## src/rtl/gate_ctrl_pkg.sv

```systemverilog
// Shared constants for the gate controller: FSM state encoding and the
// default scrub length.
package gate_ctrl_pkg;

    // FSM state encoding (plain constants so the flops stay ordinary registers)
    localparam logic [1:0] ST_IDLE       = 2'd0;
    localparam logic [1:0] ST_RUN        = 2'd1;
    localparam logic [1:0] ST_SCRUB_IDLE = 2'd2;
    localparam logic [1:0] ST_SCRUB_RUN  = 2'd3;

    // Default number of forced gate-open cycles per scrub (legal 1..255)
    localparam int SCRUB_CYCLES_DEF = 4;

    // Scrub down-counter width, wide enough for the full legal scrub range
    localparam int SCRUB_CNT_W = 8;

endpackage

```

## src/rtl/gate_ctrl_err_sat_cnt.sv

```systemverilog
// Saturating event counter for TMR voter mismatches. A clear that coincides
// with a new event leaves the count at 1 so that event is not lost.
module err_sat_cnt #(
    parameter int ERR_W = 8
) (
    input  logic             clk,
    input  logic             rst,
    input  logic             inc,
    input  logic             clr,
    output logic [ERR_W-1:0] count
);

    // Count events, sticking at all-ones; clear wins over increment except it keeps the current event
    always_ff @(posedge clk) begin
        if (rst) begin
            count <= '0;
        end else if (clr) begin
            count <= inc ? ERR_W'(1) : '0;
        end else if (inc && (count != '1)) begin
            count <= count + ERR_W'(1);
        end
    end

endmodule

```

## src/rtl/gate_ctrl.sv

```systemverilog
// Clock-gate sequencer: opens the datapath clock for a requested number of
// cycles and inserts forced scrub windows when the TMR voter flags a mismatch.
//
//   state         | meaning
//   --------------+-----------------------------------------------------------
//   ST_IDLE       | gate closed, waiting for start or tmrError
//   ST_RUN        | gate open, run counter counting down the requested length
//   ST_SCRUB_IDLE | gate forced open for a scrub entered from idle
//   ST_SCRUB_RUN  | gate forced open for a scrub; run counter frozen
module gate_ctrl
    import gate_ctrl_pkg::*;
#(
    parameter int CNT_W        = 8,
    parameter int ERR_W        = 8,
    parameter int SCRUB_CYCLES = SCRUB_CYCLES_DEF
) (
    input  logic             clk,
    input  logic             rst,
    input  logic             start,
    input  logic [CNT_W-1:0] len,
    input  logic             stop,
    input  logic             tmrError,
    input  logic             errClr,
    output logic             gate,
    output logic             busy,
    output logic             done,
    output logic             aborted,
    output logic [ERR_W-1:0] errCount
);

    localparam logic [SCRUB_CNT_W-1:0] SCRUB_LD = SCRUB_CNT_W'(SCRUB_CYCLES);

    logic [1:0]             state;
    logic [1:0]             stateNext;
    logic [CNT_W-1:0]       runCnt;
    logic [CNT_W-1:0]       runCntNext;
    logic [SCRUB_CNT_W-1:0] scrubCnt;
    logic [SCRUB_CNT_W-1:0] scrubCntNext;
    logic                   doneNext;
    logic                   abortedNext;

    // Next-state decode; priority within a cycle is stop, then tmrError, then start
    always_comb begin
        stateNext    = state;
        runCntNext   = runCnt;
        scrubCntNext = scrubCnt;
        doneNext     = 1'b0;
        abortedNext  = 1'b0;

        case (state)
            ST_IDLE: begin
                // stop has nothing to abort here, so it is deliberately ignored
                if (tmrError) begin
                    stateNext    = ST_SCRUB_IDLE;
                    scrubCntNext = SCRUB_LD;
                end else if (start) begin
                    if (len != '0) begin
                        stateNext  = ST_RUN;
                        runCntNext = len;
                    end else begin
                        doneNext = 1'b1;
                    end
                end
            end

            ST_RUN: begin
                if (stop) begin
                    stateNext   = ST_IDLE;
                    runCntNext  = '0;
                    abortedNext = 1'b1;
                end else begin
                    // this gate-high cycle counts toward len even if it triggers a scrub
                    runCntNext = runCnt - CNT_W'(1);
                    if (tmrError) begin
                        stateNext    = ST_SCRUB_RUN;
                        scrubCntNext = SCRUB_LD;
                    end else if (runCnt == CNT_W'(1)) begin
                        stateNext = ST_IDLE;
                        doneNext  = 1'b1;
                    end
                end
            end

            ST_SCRUB_IDLE, ST_SCRUB_RUN: begin
                if (stop) begin
                    stateNext    = ST_IDLE;
                    runCntNext   = '0;
                    scrubCntNext = '0;
                    abortedNext  = 1'b1;
                end else if (tmrError) begin
                    scrubCntNext = SCRUB_LD;
                end else if (scrubCnt == SCRUB_CNT_W'(1)) begin
                    scrubCntNext = '0;
                    if (state == ST_SCRUB_IDLE) begin
                        stateNext = ST_IDLE;
                    end else if (runCnt == '0) begin
                        // the run's last cycle raised the scrub; finish the run now
                        stateNext = ST_IDLE;
                        doneNext  = 1'b1;
                    end else begin
                        stateNext = ST_RUN;
                    end
                end else begin
                    scrubCntNext = scrubCnt - SCRUB_CNT_W'(1);
                end
            end

            default: begin
                stateNext    = ST_IDLE;
                runCntNext   = '0;
                scrubCntNext = '0;
            end
        endcase
    end

    // State, counters and all outputs are registered; gate follows the state being entered
    always_ff @(posedge clk) begin
        if (rst) begin
            state    <= ST_IDLE;
            runCnt   <= '0;
            scrubCnt <= '0;
            gate     <= 1'b0;
            busy     <= 1'b0;
            done     <= 1'b0;
            aborted  <= 1'b0;
        end else begin
            state    <= stateNext;
            runCnt   <= runCntNext;
            scrubCnt <= scrubCntNext;
            gate     <= (stateNext != ST_IDLE);
            busy     <= (stateNext != ST_IDLE);
            done     <= doneNext;
            aborted  <= abortedNext;
        end
    end

    err_sat_cnt #(
        .ERR_W (ERR_W)
    ) u_err_sat_cnt (
        .clk   (clk),
        .rst   (rst),
        .inc   (tmrError),
        .clr   (errClr),
        .count (errCount)
    );

endmodule
```

## config.mk

```make
export PLATFORM = sky130hd
export DESIGN_NAME = gate_ctrl
export DESIGN_NICKNAME = d
export VERILOG_FILES = /design/src/rtl/gate_ctrl_pkg.sv /design/src/rtl/gate_ctrl_err_sat_cnt.sv /design/src/rtl/gate_ctrl.sv
export SDC_FILE = /design/constraint.sdc
export NUM_CORES = 1
export LEC_CHECK = 0
export BUFFER_PORTS_ARGS = -buffer_cell sky130_fd_sc_hd__buf_2
export CAP_MARGIN = 20
export CORE_UTILIZATION = 55
export CTS_CLUSTER_DIAMETER = 200
export DETAILED_ROUTE_END_ITERATION = 16
export PLACE_DENSITY = 0.82
export RECOVER_POWER = 100
export SLEW_MARGIN = 5
export SYNTH_ARGS = -nofsm -noshare
export SYNTH_HDL_FRONTEND = slang
export SYNTH_SLANG_ARGS = --single-unit
export TNS_END_PERCENT = 1
```

## constraint.sdc

```tcl
create_clock -name clk -period 1.9 [get_ports clk]
set_input_delay 0.19 -clock clk [delete_from_list [all_inputs] [get_ports clk]]
set_output_delay 0.19 -clock clk [all_outputs]
set_load 0.005 [all_outputs]
```

==> summary.txt, run 1 <==
CTS
  – Bufs on Longest Clock Path: 2
  – Sink Count: 29
  – CTS tree: done
  – Skew-Pair Late Insertion Delay: 0.33 ns
  – Post-CTS Setup Inserts: 0
  – H-tree depth: 2
  – CTS Root Cell: clkbuf_4
  – Clock slew at reported path FFs: 0.09 ns
  – CTS Buf Count: 5

Logic synthesis
  – Synthesized area: 1730 sq um
  – Predominant post-synthesis flop cell: dfxtp_1
  – Post-Syn Nets: 225
  – Post-synth top area cell: dfxtp_1
  – Top cell type's share of synthesized area: 33.5%
  – Top area cells in the synthesized netlist: dfxtp_1, nor2_1, a21oi_1, ha_1, o21ai_0
  – Netlist cell types: 56
  – Ys async rst share: 0%
  – Cells after synthesis: 206
  – Yosys warns: 0
  – Mean Syn Cell Area: 8.41 sq um
  – Post-synthesis sequential area ratio: 33.5%
  – FF+latch count, synth: 29
  – Post-synth EDFFs: 0

Critical path
  – CP Max Fanout: 6
  – R2R cell count: 6
  – Critical path type: reg -> reg
  – R2r setup slk: 0.17 ns
  – Worst Setup End Kind: register
  – Critical Path Source Type: register
  – Reg2reg end: busy
  – CP required: 2.10 ns
  – CP arrival: 1.94 ns
  – R2R Path Start: runCnt[0]

STA
  – Final period utilization: 91.3%
  – Fmax: 576 MHz
  – Slew headroom: 67.5%
  – Final worst setup slack: 0.165 ns
  – Slew Viols, Final: 0
  – Tmin final: 1.73 ns
  – Finish-stage setup viols: 0
  – Setup tns final: 0 ns
  – Worst-margin pin slew: 0.486 ns
  – Final hold violation count: 0
  – Clock Skew: 0.0216 ns
  – RSZ-0062 raised after global routing: false

Finish
  – Final nets: 253
  – Area growth syn-to-layout: 13.7%
  – Fillers: 244
  – Ant. Diodes: 0
  – Layout cells sized above 1: 19.7%

Drt
  – Pre-antenna DRT Iters: 4
  – Antenna viol nets, final: 0
  – Via density: 6.23
  – Vias: 1,720
  – Detailed Route WL: 4130 microns
  – Post-DR wirelength/cell: 15.0 microns
  – Drt initial violations: 134
  – Post-detailed-route DRC marker count: 0

GRT
  – Total grt overflow: 0
  – Initial antenna violation count: 0
  – First-pass GRT wire length: 6820 microns
  – Pin count of the biggest net entering global routing: 16
  – Vias in the first global route: 1,572
  – Global Route Usage Sum: 26.1%

Power and ir drop
  – Leak: 0.000733 uW
  – Power Dens Cells: 773 nW/um^2
  – Maximum VDD drop: 0.410 mV

Placed design
  – Estimated wirelength of the detail-placed design: 2970 microns
  – Number of I/O port buffers: 25
  – GPL Wtd Cong: 0.953
  – Setup WS pre-CTS: 0.170 ns

Floorplan
  – IO Count: 26
  – Die width: 58.1 microns
  – DIE HEIGHT: 58.1 microns
  – Rows: 19
  – Starting Density: 60.2%
  – Core Box Area: 2880 sq um
  – Die footprint: 3380 sq um

Outcome
  – Status: completed

Hold path
  – Hold path depth: 3
  – Hold Crit Endpoint: u_err_sat_cnt.count[0]
  – Class of the worst hold path: in -> reg
  – Hold_sp: errClr

Job
  – Max Cap Violations: 0
-- registers in the layout, indices dropped and copies added (netlist names) --
| signal | count |
|---|---|
| runCnt | 8 |
| done | 1 |
| state | 2 |
| u_err_sat_cnt.count | 8 |
| busy | 1 |
| aborted | 1 |
| scrubCnt | 8 |
-- per-layer routing --
layer  GRT usage, %  wire (microns)
met2           42.4            1980
met4           12.9              65
met3           4.91             267
met1           33.1            1820
met5              0               0
-- Yosys cell counts, types with 3 or more instances --
master / count
inv_1: 8
o21ai_0: 9
nand3_1: 3
a211oi_1: 6
buf_2: 4
ha_1: 5
dfxtp_1: 29
a21oi_1: 16
nand2b_1: 3
o211ai_1: 3
nand4_1: 4
o2111ai_1: 4
nor3b_1: 3
a22oi_1: 3
nor3_1: 6
xor2_1: 4
xnor2_1: 4
nor2_1: 24
nor4b_1: 3
nand2_1: 9
clkbuf_1: 5
nor4_1: 4
o31ai_1: 5
-- cell type report --
class / instances / area, sq um / share of cell area, %
Timing Repair Buffer: 31 / 161 / 8.20
Inverter: 9 / 33.8 / 1.72
Multi-Input combinational cell: 158 / 1080 / 55.0
Clock inverter: 1 / 7.51 / 0.381
Clock buffer: 6 / 51.3 / 2.60
Sequential cell: 29 / 581 / 29.5
Tap cell: 42 / 52.6 / 2.67
-- placed cells by master, fill, tap and decap left out, types with 2 or more instances in the layout --
master     instances
dfxtp_1           29
nor2_1            24
buf_2             21
a21oi_1           16
nand2_1            9
o21ai_0            9
inv_1              8
a211oi_1           6
nor3_1             6
o31ai_1            5
ha_1               5
clkbuf_4           5
clkbuf_1           5
buf_4              5
nand4_1            4
nor4_1             4
xnor2_1            4
o2111ai_1          4
xor2_1             4
nand2b_1           3
o211ai_1           3
nand3_1            3
nor4b_1            3
a22oi_1            3
or4_1              2
or2_2              2
or4_4              2
nor2b_1            2
nor3b_2            2
a32o_1             2
nor3b_1            2
a31o_1             2
nand3b_1           2
a31oi_1            2
-- how the worst max path moves through the flow --
stage | start | end | slack [ns] | depth (start not counted)
detailed placement | runCnt[0] | busy | 0.17 | 6
finish | runCnt[0] | busy | 0.17 | 6
floorplan | scrubCnt[3] | busy | 0.40 | 4
global placement | runCnt[0] | busy | 0.21 | 6
CTS | runCnt[0] | busy | 0.11 | 6
global route | runCnt[0] | busy | 0.03 | 6
-- critical path: stages (launching register included) --
cell and delay, ns:
dfxtp_1 0.37, inv_1 0.10, ha_1 0.21, nor4b_1 0.28
nand4_1 0.19, a311oi_2 0.37, o32ai_1 0.11
-- power by group --
part | internal [uW] | switching [uW] | leakage, uW
logic | 187 | 226 | 0.000465
registers | 657 | 63.2 | 0.000237
clock network | 173 | 216 | 0.0000303
-- stage by stage --
| step | total power, uW | util (%) | std cells | cell area [sq um] | hold slack [ns] |
|---|---|---|---|---|---|
| CTS | 1510 | 68.4 | 276 | 1970 | 0.202 |
| global placement | 1120 | 66.3 | 269 | 1910 | 0.498 |
| detailed placement | 1130 | 66.3 | 269 | 1910 | 0.510 |
| global route | 1600 | 68.5 | 276 | 1970 | 0.187 |
| finish | 1520 | 68.5 | 276 | 1970 | 0.198 |
| floorplan | 1010 | - | 206 | 1730 | 0.358 |
-- repair_timing --
action / in CTS / in global routing
endpoints found under the setup margin: 0 / 2
hold buffers: 0 / 0
resized for setup: 0 / 2
-- cell families (layout without fill, tap and decap cells) --
group	Yosys count	count (layout)	synth area share, %
XOR/XNOR	8	8	4.05
multiplexers	1	1	0.578
AND/OR/NAND/NOR	76	76	24.5
buffers and inverters	19	47	4.62
flip-flops	29	29	33.5
AO/OA/AOI/OAI	68	68	29.1
adder cells (fa/ha/maj)	5	5	3.61
Note: power is estimated with default switching activity, not from simulation.
==> run 2: changes to the inputs <==
--- a/config.mk
+++ b/config.mk
@@ -10,6 +10,7 @@
 export CORE_UTILIZATION = 55
 export CTS_CLUSTER_DIAMETER = 200
 export DETAILED_ROUTE_END_ITERATION = 16
+export GPL_TIMING_DRIVEN = 0
 export PLACE_DENSITY = 0.82
 export RECOVER_POWER = 100
 export SLEW_MARGIN = 5
==> summary.txt, run 2 (synthesis gave the netlist of run 1 again) <==
Floorplan
  – Core Box Area: 2880 sq um (unchanged)
  – DIE HEIGHT: 58.1 microns (unchanged)
  – Die width: 58.1 microns (unchanged)
  – IO Count: 26 (unchanged)
  – Die footprint: 3380 sq um (unchanged)
  – Starting Density: 60.2% (unchanged)
  – Rows: 19 (unchanged)

STA
  – Slew headroom: 63.0% (was 67.5%)
  – RSZ-0062 raised after global routing: false (unchanged)
  – Slew Viols, Final: 0 (unchanged)
  – Setup tns final: 0 ns (unchanged)
  – Tmin final: 1.80 ns (was 1.73 ns)
  – Worst-margin pin slew: 0.551 ns (was 0.486 ns)
  – Final period utilization: 95.0% (was 91.3%)
  – Final hold violation count: 0 (unchanged)
  – Finish-stage setup viols: 0 (unchanged)
  – Clock Skew: 0.00849 ns (was 0.0216 ns)
  – Fmax: 554 MHz (was 576 MHz)

GRT
  – First-pass GRT wire length: 6510 microns (was 6820 microns)
  – Met2 Use GR: 41.5% (was 42.4%)
  – Routing usage on met3: 4.69% (was 4.91%)
  – Total grt overflow: 0 (unchanged)
  – Busiest grt layer: met2 (unchanged)
  – Vias in the first global route: 1,490 (was 1,572)
  – Pin count of the biggest net entering global routing: 11 (was 16)
  – Initial antenna violation count: 0 (unchanged)
  – Global Route Usage Sum: 25.1% (was 26.1%)
  – Met1 GRT Util: 32.0% (was 33.1%)

Finish
  – Finished Core Util: 69.1% (was 68.5%)
  – Top flop regs: runCnt x8, scrubCnt x8, u_err_sat_cnt.count x8 (unchanged)
  – Most common cell after layout, fill and taps aside: dfxtp_1 (unchanged)
  – Final nets: 257 (was 253)
  – Layout cells sized above 1: 20.5% (was 19.7%)
  – Commonest cells after routing, fill and taps aside: dfxtp_1, buf_2, nor2_1, a21oi_1 (was dfxtp_1, nor2_1, buf_2, a21oi_1)
  – Fin cells: 281 (was 276)
  – Area growth syn-to-layout: 14.7% (was 13.7%)
  – Ant. Diodes: 0 (unchanged)

Critical path
  – R2r setup slk: 0.1 ns (was 0.17 ns)
  – R2R cell count: 6 (unchanged)
  – Critical path type: reg -> reg (unchanged)
  – CP Max Fanout: 6 (unchanged)
  – Worst Setup End Kind: register (unchanged)
  – CP arrival: 1.99 ns (was 1.94 ns)
  – R2R Path Start: runCnt[0] (unchanged)
  – CP required: 2.09 ns (was 2.10 ns)
  – Critical Path Source Type: register (unchanged)
  – Reg2reg end: busy (unchanged)

CTS
  – H-tree depth: 2 (unchanged)
  – Sink Count: 29 (unchanged)
  – CTS Root Cell: clkbuf_4 (unchanged)
  – Post-CTS Setup Inserts: 0 (unchanged)
  – Cts hold-fix bufs: 0 (unchanged)
  – Cts repair resizes: 0 (unchanged)
  – Clock slew at reported path FFs: 0.10 ns (was 0.09 ns)
  – CTS tree: done (unchanged)
  – Bufs on Longest Clock Path: 2 (unchanged)
  – CTS Buf Count: 5 (unchanged)
  – Skew-Pair Late Insertion Delay: 0.33 ns (about the same)

Power and ir drop
  – Leak: 0.000750 uW (was 0.000733 uW)
  – Maximum VDD drop: 0.385 mV (was 0.410 mV)
  – Final Power: 1520 uW (about the same)
  – Power Dens Cells: 763 nW/um^2 (was 773 nW/um^2)

Drt
  – Via density: 5.97 (was 6.23)
  – Post-detailed-route DRC marker count: 0 (unchanged)
  – Pre-antenna DRT Iters: 4 (unchanged)
  – Post-DR wirelength/cell: 14.3 microns (was 15.0 microns)
  – Detailed Route WL: 4010 microns (was 4130 microns)
  – Vias: 1,678 (was 1,720)
  – Antenna viol nets, final: 0 (unchanged)
  – Drt initial violations: 76 (was 134)

Placed design
  – Estimated wirelength of the detail-placed design: 2870 microns (was 2970 microns)
  – GPL Wtd Cong: 0.931 (was 0.953)
  – Number of I/O port buffers: 25 (unchanged)
  – DP Cell Count: 273 (was 269)

Outcome
  – Status: completed (unchanged)

Job
  – Max Cap Violations: 0 (unchanged)

Hold path
  – Hold Crit Endpoint: u_err_sat_cnt.count[0] (unchanged)
  – Hold path depth: 3 (unchanged)
  – Hold_sp: errClr (unchanged)
  – Class of the worst hold path: in -> reg (unchanged)
run 2: cell type report:
class                           instances  area, sq um
Timing Repair Buffer                   25          123
Buffer                                 10         45.0
Fill cell                             268          890
Multi-Input combinational cell        158         1090
Inverter                                9         33.8
Clock inverter                          2         13.8
Clock buffer                            6         51.3
Tap cell                               42         52.6
Sequential cell                        29          581
run 2: routing by layer:
metal  vias up  part of all wire, %
met5         -                    0
met1       777                   47
met3         4                  5.1
met4         0                 0.85
li1        849                    -
met2        48                   47
run 2: where the power goes:
part / total (uW) / internal (uW) / leakage (uW) / switching (uW)
Clock: 399 / 180 / 0.0000382 / 219
Sequential: 710 / 657 / 0.000237 / 52.4
Combinational: 407 / 175 / 0.000475 / 232
Total: 1520 / 1010 / 0.000750 / 503
run 2: critical path, cell delays in order (launching register included):
cell and delay (ns):
dfxtp_1 0.37, inv_1 0.09, ha_1 0.23, nor4b_1 0.29
nand4_1 0.18, a311oi_1 0.38, o32ai_1 0.13
run 2: worst max-delay path by stage:
| stage | to | from | slack (ns) |
|---|---|---|---|
| 2_1_floorplan | busy | scrubCnt[3] | 0.40 |
| 3_3_place_gp | scrubCnt[7] | scrubCnt[3] | 0.04 |
| 3_5_place_dp | scrubCnt[3] | scrubCnt[3] | 0.02 |
| 4_1_cts | scrubCnt[3] | scrubCnt[3] | 0.02 |
| 5_1_grt | busy | runCnt[0] | 0.02 |
| 6_report | busy | runCnt[0] | 0.1 |
run 2: through the flow:
stage / area [sq um] / setup WS, ns / hold slack, ns
after floorplan: 1730 / 0.401 / 0.358
after global placement: 1910 / 0.0370 / 0.494
after detailed placement: 1910 / 0.0246 / 0.509
after CTS: 1970 / 0.0224 / 0.179
after global routing: 1990 / 0.0218 / 0.196
final: 1990 / 0.0955 / 0.184
